<file path="config.mk">
export PLATFORM = sky130hd
export DESIGN_NAME = elevator_sched
export DESIGN_NICKNAME = d
export VERILOG_FILES = /design/src/rtl/fsm_pkg.sv /design/src/rtl/elevator_sched_door_timer.sv /design/src/rtl/elevator_sched.sv
export SDC_FILE = /design/constraint.sdc
export NUM_CORES = 1
export LEC_CHECK = 0
export BUFFER_PORTS_ARGS = -buffer_cell sky130_fd_sc_hd__buf_2
export CORE_MARGIN = 8
export CORE_UTILIZATION = 45
export DETAILED_ROUTE_END_ITERATION = 10
export PLACE_DENSITY = 0.65
export SETUP_SLACK_MARGIN = 0.02
export SYNTH_ARGS = -nofsm -noshare
export SYNTH_HDL_FRONTEND = slang
export SYNTH_SLANG_ARGS = --single-unit
</file>
<file path="constraint.sdc">
create_clock -name clk -period 3.2 [get_ports clk]
set_clock_uncertainty 0.1 [all_clocks]
set_input_delay 0.64 -clock clk [delete_from_list [all_inputs] [get_ports clk]]
set_output_delay 0.64 -clock clk [all_outputs]
set_load 0.02 [all_outputs]
</file>
<file path="src/rtl/fsm_pkg.sv">
// Shared scheduler types: state encoding and default floor count.
package fsm_pkg;

  localparam int unsigned NFLOORS_DEFAULT = 4;

  typedef enum logic [1:0] {
    S_IDLE = 2'd0,
    S_MOVE = 2'd1,
    S_WAIT = 2'd2,
    S_DOOR = 2'd3
  } sched_state_t;

endpackage

</file>
<file path="src/rtl/elevator_sched_door_timer.sv">
// Door dwell countdown: loads on DOOR entry, expires on the last open cycle.
module door_timer #(
  parameter int unsigned CYCLES = 8
) (
  input  logic clk,
  input  logic rst,
  input  logic load_i,
  input  logic dec_i,
  output logic expire_c
);

  localparam int unsigned CW = $clog2(CYCLES + 1);

  logic [CW-1:0] cnt_q, cnt_d;

  always_comb begin
    cnt_d = cnt_q;
    if (load_i) begin
      cnt_d = CW'(CYCLES);
    end else if (dec_i && (cnt_q != '0)) begin
      cnt_d = cnt_q - CW'(1);
    end
  end

  // A count of one means this is the final cycle the door is open.
  assign expire_c = (cnt_q == CW'(1));

  always_ff @(posedge clk) begin
    if (rst) begin
      cnt_q <= '0;
    end else begin
      cnt_q <= cnt_d;
    end
  end

endmodule

</file>
<file path="src/rtl/elevator_sched.sv">
// SCAN elevator scheduler: latches floor calls and issues move/door commands
// to the elevator FSM, with a sticky fault if a commanded move never arrives.
module elevator_sched
  import fsm_pkg::*;
#(
  parameter int unsigned NFLOORS        = NFLOORS_DEFAULT,
  parameter int unsigned DOOR_CYCLES    = 8,
  parameter int unsigned ARRIVE_TIMEOUT = 4
) (
  input  logic                       clk,
  input  logic                       rst,
  input  logic [NFLOORS-1:0]         call,
  input  logic [$clog2(NFLOORS)-1:0] floor,
  output logic                       up,
  output logic                       down,
  output logic                       door_open,
  output logic [NFLOORS-1:0]         pending,
  output logic                       dir,
  output logic                       fault
);

  localparam int unsigned FW = $clog2(NFLOORS);
  localparam int unsigned WW = $clog2(ARRIVE_TIMEOUT + 1);

  sched_state_t      state_q, state_d;
  logic [NFLOORS-1:0] pending_q, pending_d;
  logic              dir_q, dir_d;
  logic              fault_q, fault_d;
  logic              up_q, up_d;
  logic              down_q, down_d;
  logic              door_q, door_d;
  logic [FW-1:0]     start_floor_q, start_floor_d;
  logic [WW-1:0]     wait_cnt_q, wait_cnt_d;

  logic [NFLOORS-1:0] above_mask, below_mask, here_mask;
  logic req_here_c, req_above_c, req_below_c, req_fwd_c, req_back_c;
  logic door_load_c, door_expire_c;

  // Floor-relative thermometer masks over the latched requests.
  always_comb begin
    above_mask = '0;
    below_mask = '0;
    here_mask  = '0;
    for (int i = 0; i < NFLOORS; i++) begin
      above_mask[i] = (FW'(i) > floor);
      below_mask[i] = (FW'(i) < floor);
      here_mask[i]  = (FW'(i) == floor);
    end
  end

  assign req_here_c  = |(pending_q & here_mask);
  assign req_above_c = (|(pending_q & above_mask)) && (floor != FW'(NFLOORS - 1));
  assign req_below_c = (|(pending_q & below_mask)) && (floor != '0);
  assign req_fwd_c   = dir_q ? req_below_c : req_above_c;
  assign req_back_c  = dir_q ? req_above_c : req_below_c;

  always_comb begin
    state_d       = state_q;
    dir_d         = dir_q;
    fault_d       = fault_q;
    start_floor_d = start_floor_q;
    wait_cnt_d    = wait_cnt_q;
    pending_d     = (pending_q | call) & ~((state_q == S_DOOR) ? here_mask : '0);

    case (state_q)
      S_IDLE: begin
        if (req_here_c) begin
          state_d = S_DOOR;
        end else if (!fault_q) begin
          if (req_above_c && (!dir_q || !req_below_c)) begin
            dir_d   = 1'b0;
            state_d = S_MOVE;
          end else if (req_below_c) begin
            dir_d   = 1'b1;
            state_d = S_MOVE;
          end
        end
      end
      S_MOVE: begin
        start_floor_d = floor;
        wait_cnt_d    = '0;
        state_d       = S_WAIT;
      end
      S_WAIT: begin
        if (floor != start_floor_q) begin
          if (req_here_c) begin
            state_d = S_DOOR;
          end else if (req_fwd_c) begin
            state_d = S_MOVE;
          end else begin
            state_d = S_IDLE;
          end
        end else if (wait_cnt_q == WW'(ARRIVE_TIMEOUT - 1)) begin
          fault_d = 1'b1;
          state_d = S_IDLE;
        end else begin
          wait_cnt_d = wait_cnt_q + WW'(1);
        end
      end
      S_DOOR: begin
        // A faulted car may still cycle its door but never departs.
        if (door_expire_c) begin
          if (fault_q) begin
            state_d = S_IDLE;
          end else if (req_fwd_c) begin
            state_d = S_MOVE;
          end else if (req_back_c) begin
            dir_d   = ~dir_q;
            state_d = S_MOVE;
          end else begin
            state_d = S_IDLE;
          end
        end
      end
      default: state_d = S_IDLE;
    endcase

    up_d        = (state_d == S_MOVE) && !dir_d;
    down_d      = (state_d == S_MOVE) && dir_d;
    door_d      = (state_d == S_DOOR);
    door_load_c = (state_d == S_DOOR) && (state_q != S_DOOR);
  end

  door_timer #(
    .CYCLES (DOOR_CYCLES)
  ) u_door_timer (
    .clk      (clk),
    .rst      (rst),
    .load_i   (door_load_c),
    .dec_i    (state_q == S_DOOR),
    .expire_c (door_expire_c)
  );

  always_ff @(posedge clk) begin
    if (rst) begin
      state_q       <= S_IDLE;
      pending_q     <= '0;
      dir_q         <= 1'b0;
      fault_q       <= 1'b0;
      up_q          <= 1'b0;
      down_q        <= 1'b0;
      door_q        <= 1'b0;
      start_floor_q <= '0;
      wait_cnt_q    <= '0;
    end else begin
      state_q       <= state_d;
      pending_q     <= pending_d;
      dir_q         <= dir_d;
      fault_q       <= fault_d;
      up_q          <= up_d;
      down_q        <= down_d;
      door_q        <= door_d;
      start_floor_q <= start_floor_d;
      wait_cnt_q    <= wait_cnt_d;
    end
  end

  assign up        = up_q;
  assign down      = down_q;
  assign door_open = door_q;
  assign pending   = pending_q;
  assign dir       = dir_q;
  assign fault     = fault_q;

endmodule

</file>
# Word-level counts from Yosys, hierarchy flattened
# Cells that the tools add are included.
# word_totals
register_bits	20
output_inout_bits	9
wordCells	97
# op_classes
n_addsub	2
magnitude_cmp	8
eq_ne	15
n_mux	30
bitwise	8
n_reduce_logical	23
# ops
op	count
4-bit bitwise AND	4
2-bit 2-to-1 mux	8
1-bit 2-to-1 mux	14
4-bit 2-to-1 mux	3
4-bit OR reduction	3
2-bit != test (second input constant)	4
2-bit case mux with 4 select lines	1
1-bit logical AND	7
2-bit == test (second input constant)	3
3-bit 2-to-1 mux	2
3-bit case mux with 2 select lines	1
3-bit AND reduction	2
2-bit nonzero test	3
2-bit by 1-bit == test with 1-bit output (second input constant)	2
2-bit == test (first input constant)	2
4-bit by 1-bit == test with 1-bit output (second input constant)	1
1-bit by 2-bit > comparator with 1-bit output (first input constant)	2
2-bit > comparator (first input constant)	2
2-bit logical NOT	2
1-bit by 2-bit < comparator with 1-bit output (first input constant)	2
2-bit < comparator (first input constant)	2
4-bit NOT	1
4-bit bitwise OR	1
4-bit nonzero test	1
other kinds (10)	13

# Logic depth before layout (Yosys ltp)
# depth
word_depth	14
ltp_mapped	9
mapped_depth_nobuf	9

# Modules after synthesis
# Synthesis repeated with hierarchy kept, for this count alone.
# unflattened
hier_cells	145
area_unflattened_um2	1223.7
# by_module_without_submodules
module	instances	cells_each	area_per_inst_um2	seq_area_each_um2
elevator_sched	1	120	988.4	320.3
door_timer	1	25	235.2	80.1

# Worst setup path after synthesis
# No wires, ideal clock.
# synth_path
path_kind	input-to-reg
from	in floor[0]
to	reg up_q (netlist: up)
setup_ns	0.115
arrival_time_ns	2.192
slack_ns	0.792
stages	7
path_buffers	1
cell_sequence	buf_6 > mux4_2 > or3_1 > o221ai_2 > o32a_2 > inv_2 > and3_1
# synth_between
elab_chain_len	13
# synth_rtl
item	line_no	text
from (decl)	elevator_sched.sv:13	input logic [$clog2(NFLOORS)-1:0] floor,
1-bit by 2-bit < comparator with 1-bit output / 2-bit < comparator (equally long branches)	elevator_sched.sv:46	below_mask[i] = (FW'(i) < floor);
4-bit bitwise AND	elevator_sched.sv:53	assign req_below_c = (|(pending_q & below_mask)) && (floor != '0);
4-bit OR reduction	elevator_sched.sv:53	
1-bit logical AND	elevator_sched.sv:53	
1-bit logical NOT	elevator_sched.sv:70	if (req_above_c && (!dir_q || !req_below_c)) begin
1-bit logical OR	elevator_sched.sv:70	
1-bit logical AND	elevator_sched.sv:70	
2-bit 2-to-1 mux / 1-bit 2-to-1 mux (equally long branches)	elevator_sched.sv:70	
2-bit 2-to-1 mux / 1-bit 2-to-1 mux (equally long branches)	elevator_sched.sv:69	end else if (!fault_q) begin
2-bit 2-to-1 mux / 1-bit 2-to-1 mux (equally long branches)	elevator_sched.sv:67	if (req_here_c) begin
2-bit case mux with 4 select lines / 1-bit case mux with 2 select lines (equally long branches)	elevator_sched.sv:65	case (state_q)
2-bit by 1-bit == test with 1-bit output / 1-bit logical NOT (equally long branches)	elevator_sched.sv:118	up_d = (state_d == S_MOVE) && !dir_d;
1-bit logical AND (*)	elevator_sched.sv:118	
to (signal assigned)	elevator_sched.sv:150	up_q <= up_d;
to (decl)	elevator_sched.sv:29	logic up_q, up_d;
# Every way passes the cells marked *; elsewhere a longest branch is shown, timed or not.
# A chain may end at the register's enable or synchronous reset.

# Final worst setup path
# layout_path
from	reg u_door_timer.cnt_q[1]
to	reg up_q (netlist: up)
# layout_between
elab_chain_len	5
# layout_rtl
item	line_no	text
from (decl)	elevator_sched_door_timer.sv:14	logic [CW-1:0] cnt_q, cnt_d;
from (signal assigned)	elevator_sched_door_timer.sv:32	cnt_q <= cnt_d;
4-bit by 1-bit == test with 1-bit output (*)	elevator_sched_door_timer.sv:26	assign expire_c = (cnt_q == CW'(1));
2-bit 2-to-1 mux / 1-bit 2-to-1 mux (equally long branches)	elevator_sched.sv:102	if (door_expire_c) begin
2-bit case mux with 4 select lines / 1-bit case mux with 2 select lines (equally long branches)	elevator_sched.sv:65	
2-bit by 1-bit == test with 1-bit output / 1-bit logical NOT (equally long branches)	elevator_sched.sv:118	
1-bit logical AND (*)	elevator_sched.sv:118	
# Marks and branches as above.

==> impl_metrics.tcl <==
set metrics [dict create \
    path_class "reg -> reg" \
    ys_seq_area_share_pct 33.44 \
    fillers 243 \
    async_reset_ff_share_pct 0 \
    cts_buffers 3 \
    hold_path_class "reg -> reg" \
    fmax_mhz 416.7 \
    antenna_left 0 \
    layout.cells.non_filler 186 \
    r2r_setup_slack_ns 0.80 \
    dp_cells 182 \
    vias_per_cell 5.887 \
    die_w_um 67.59 \
    post_cts_resize_count 0 \
    worst_slew_pin_slew_ns 0.5398 \
    syn2layout_area_growth_pct 10.55 \
    grt_use_total_pct 11.94 \
    hold_viol_final 0 \
    ir_drop_mv 0.5041 \
    path_cells "inv_1 -> ha_1 -> or3b_4 -> a31o_1 -> or3_1 -> o221ai_2 -> o32a_2 -> inv_2 -> and3_1" \
    grt_max_degree 20 \
    wl_per_cell_um 14.11 \
    cts_hold_repair.buffers 0 \
    placed_area_mm2 0.001287 \
    antenna_found_initial 0 \
    cp_max_fo 5 \
    grt_pass1_wl_mm 4.305 \
    cp_data_required_time_ns 3.30 \
    synth-main-ff-cell "dfxtp_1" \
    p_leak_nw 0.5392 \
    synth.distinct_cells 39 \
    overflow 0 \
    diodes 0 \
    die_h_um 67.59 \
    maxCapViolations 0 \
    grt_pass1_vias 984 \
    start_util_pct 47.90 \
    clk_pin_slew_ns 0.11 \
    drt-initial-drc-count 78 \
    fin_crit_sh_pct 74.99 \
    start_kind "register" \
    nets 174 \
    fin_setup_tns_ns 0 \
    ys_warn_count 0 \
    max_stage_delay_ns 0.41 \
    clock_latency_ns 0.30 \
    end_kind "register" \
    io_pins 17 \
    min_period_ns 2.400 \
    core-area_mm2 0.002500 \
    cts_sinks 20 \
    cpMaxStageDelayCell "or3b_4" \
    vias 1095 \
    syn_nets 158 \
    final_core_util_pct 52.95 \
    cts_tree "built" \
    maxSlewHeadroom_pct 63.69 \
    cts_setup_buffers 0 \
    fin_area_mm2 0.001324 \
    finalWirelength_mm 2.624 \
    drv_slew 0 \
    status "completed" \
    pwr_density_cell_mw_per_mm2 698.1 \
    drive_above_1_share_pct 17.95 \
    dr.pass1.iters 6 \
    gp_congestion 0.7591 \
    ys_ff_latch 20 \
    htreeDepth 1 \
    syn_area_mm2 0.001197 \
    root_buffer "clkbuf_4" \
    critPathArrivalTime_ns 2.50 \
    drc 0 \
    synth-edff-count 0 \
    total_power_mw 0.9241 \
    avgSynthCellArea_um2 8.492 \
    finalSetupViolCount 0 \
    rows 18 \
    rsz0062_at_grt "false" \
    port_buffers 16 \
    netlist_instances 141 \
    die_area_mm2 0.004568 \
    dpl.hpwl_mm 2.006 \
    clockBufferDepth 2 \
]
-- cell type report --
| type | instances | area (um2) | area share (%) |
|---|---|---|---|
| Clock buffer | 4 | 36.28 | 2.741 |
| Inverter | 11 | 41.29 | 3.119 |
| Sequential cell | 20 | 400.4 | 30.25 |
| Multi-Input combinational cell | 105 | 728.2 | 55.01 |
| Tap cell | 30 | 37.54 | 2.836 |
| Timing Repair Buffer | 16 | 80.08 | 6.049 |
-- metal layers --
| metal | share of wire [%] | vias to the layer above | wire length (um) | GRT usage (%) |
|---|---|---|---|---|
| li1 | - | 539 | - | - |
| met1 | 46 | 515 | 1210 | 15.46 |
| met2 | 45 | 37 | 1184 | 18.58 |
| met3 | 7.9 | 4 | 206 | 2.980 |
| met4 | 0.80 | 0 | 21 | 4.439 |
| met5 | 0 | - | 0 | 0 |
-- cells in the final DEF, fill, tap and decap left out, types with 2 or more instances in the layout --
cell type	count
nor3_1	7
nor2_1	22
xor2_1	3
clkbuf_4	3
or3_1	3
inv_1	10
o21ai_0	5
nand3b_1	2
buf_2	16
o221ai_2	2
a2111oi_2	2
a31oi_1	2
nand2b_1	3
a311oi_1	5
mux2i_1	3
dfxtp_1	20
nor3b_1	2
nand2_1	6
ha_1	9
nand3_1	2
and2_1	2
a21oi_1	9
a21boi_0	2
-- flip-flops by register name (all words and copies together) (netlist names) --
signal	cells
u_door_timer.cnt_q	4
pending	4
state_q	2
up	1
dir	1
down	1
fault	1
wait_cnt_q	3
start_floor_q	2
door_open	1
-- critical path, delay by kind of cell (launching register included) --
kind / cells / cell delay (ns)
flip-flops: 1 / 0.33
AO/OA/AOI/OAI: 3 / 0.69
adder cells (fa/ha/maj): 1 / 0.16
AND/OR/NAND/NOR: 3 / 0.86
buffers and inverters: 2 / 0.16
-- cell usage after synthesis, drive strengths merged, types with 3 or more instances --
library cell  number  share of area [%]
ha                 9                9.4
dfxtp             20                 33
clkbuf             3               0.94
nor3               7                2.9
inv               11                3.4
or3                3                1.6
o21ai              5                2.1
nand2b             3                1.6
mux2i              3                2.5
nor2              22                6.9
xor2               3                2.2
a21oi              9                3.8
a311oi             5                3.7
nand2              6                1.9
-- through the flow --
| stage | hold WS, ns | setup slack, ns |
|---|---|---|
| finish | 0.4023 | 0.8004 |
| global route | 0.4589 | 0.6586 |
| CTS | 0.4122 | 0.8128 |
| detailed placement | 0.3829 | 0.5624 |
| global placement | 0.3657 | 0.6271 |
| floorplan | 0.3544 | 0.7924 |
-- path summary, 6_finish.rpt --
kind                                            start       endpoint  cells past startpoint
worst max-delay path            u_door_timer.cnt_q[1]             up                      9
worst min-delay path                    wait_cnt_q[2]  wait_cnt_q[2]                      2
worst max register to register  u_door_timer.cnt_q[1]             up                      9
worst min register to register          wait_cnt_q[2]  wait_cnt_q[2]                      2
-- cell families after synthesis --
kind of cell	after synthesis	synth area share, %
fa+ha+maj	9	9.405
compound gates	36	23.09
flops	20	33.44
xor+xnor	3	2.195
mux	4	4.389
simple gates	53	21.73
buf+inv	16	5.747
-- power by group --
group	internal [mW]	total [mW]	switching [mW]
Combinational	0.177	0.442	0.265
Clock	0.0693	0.147	0.0779
Sequential	0.292	0.335	0.0424
Power figures use the tool's default switching activity.
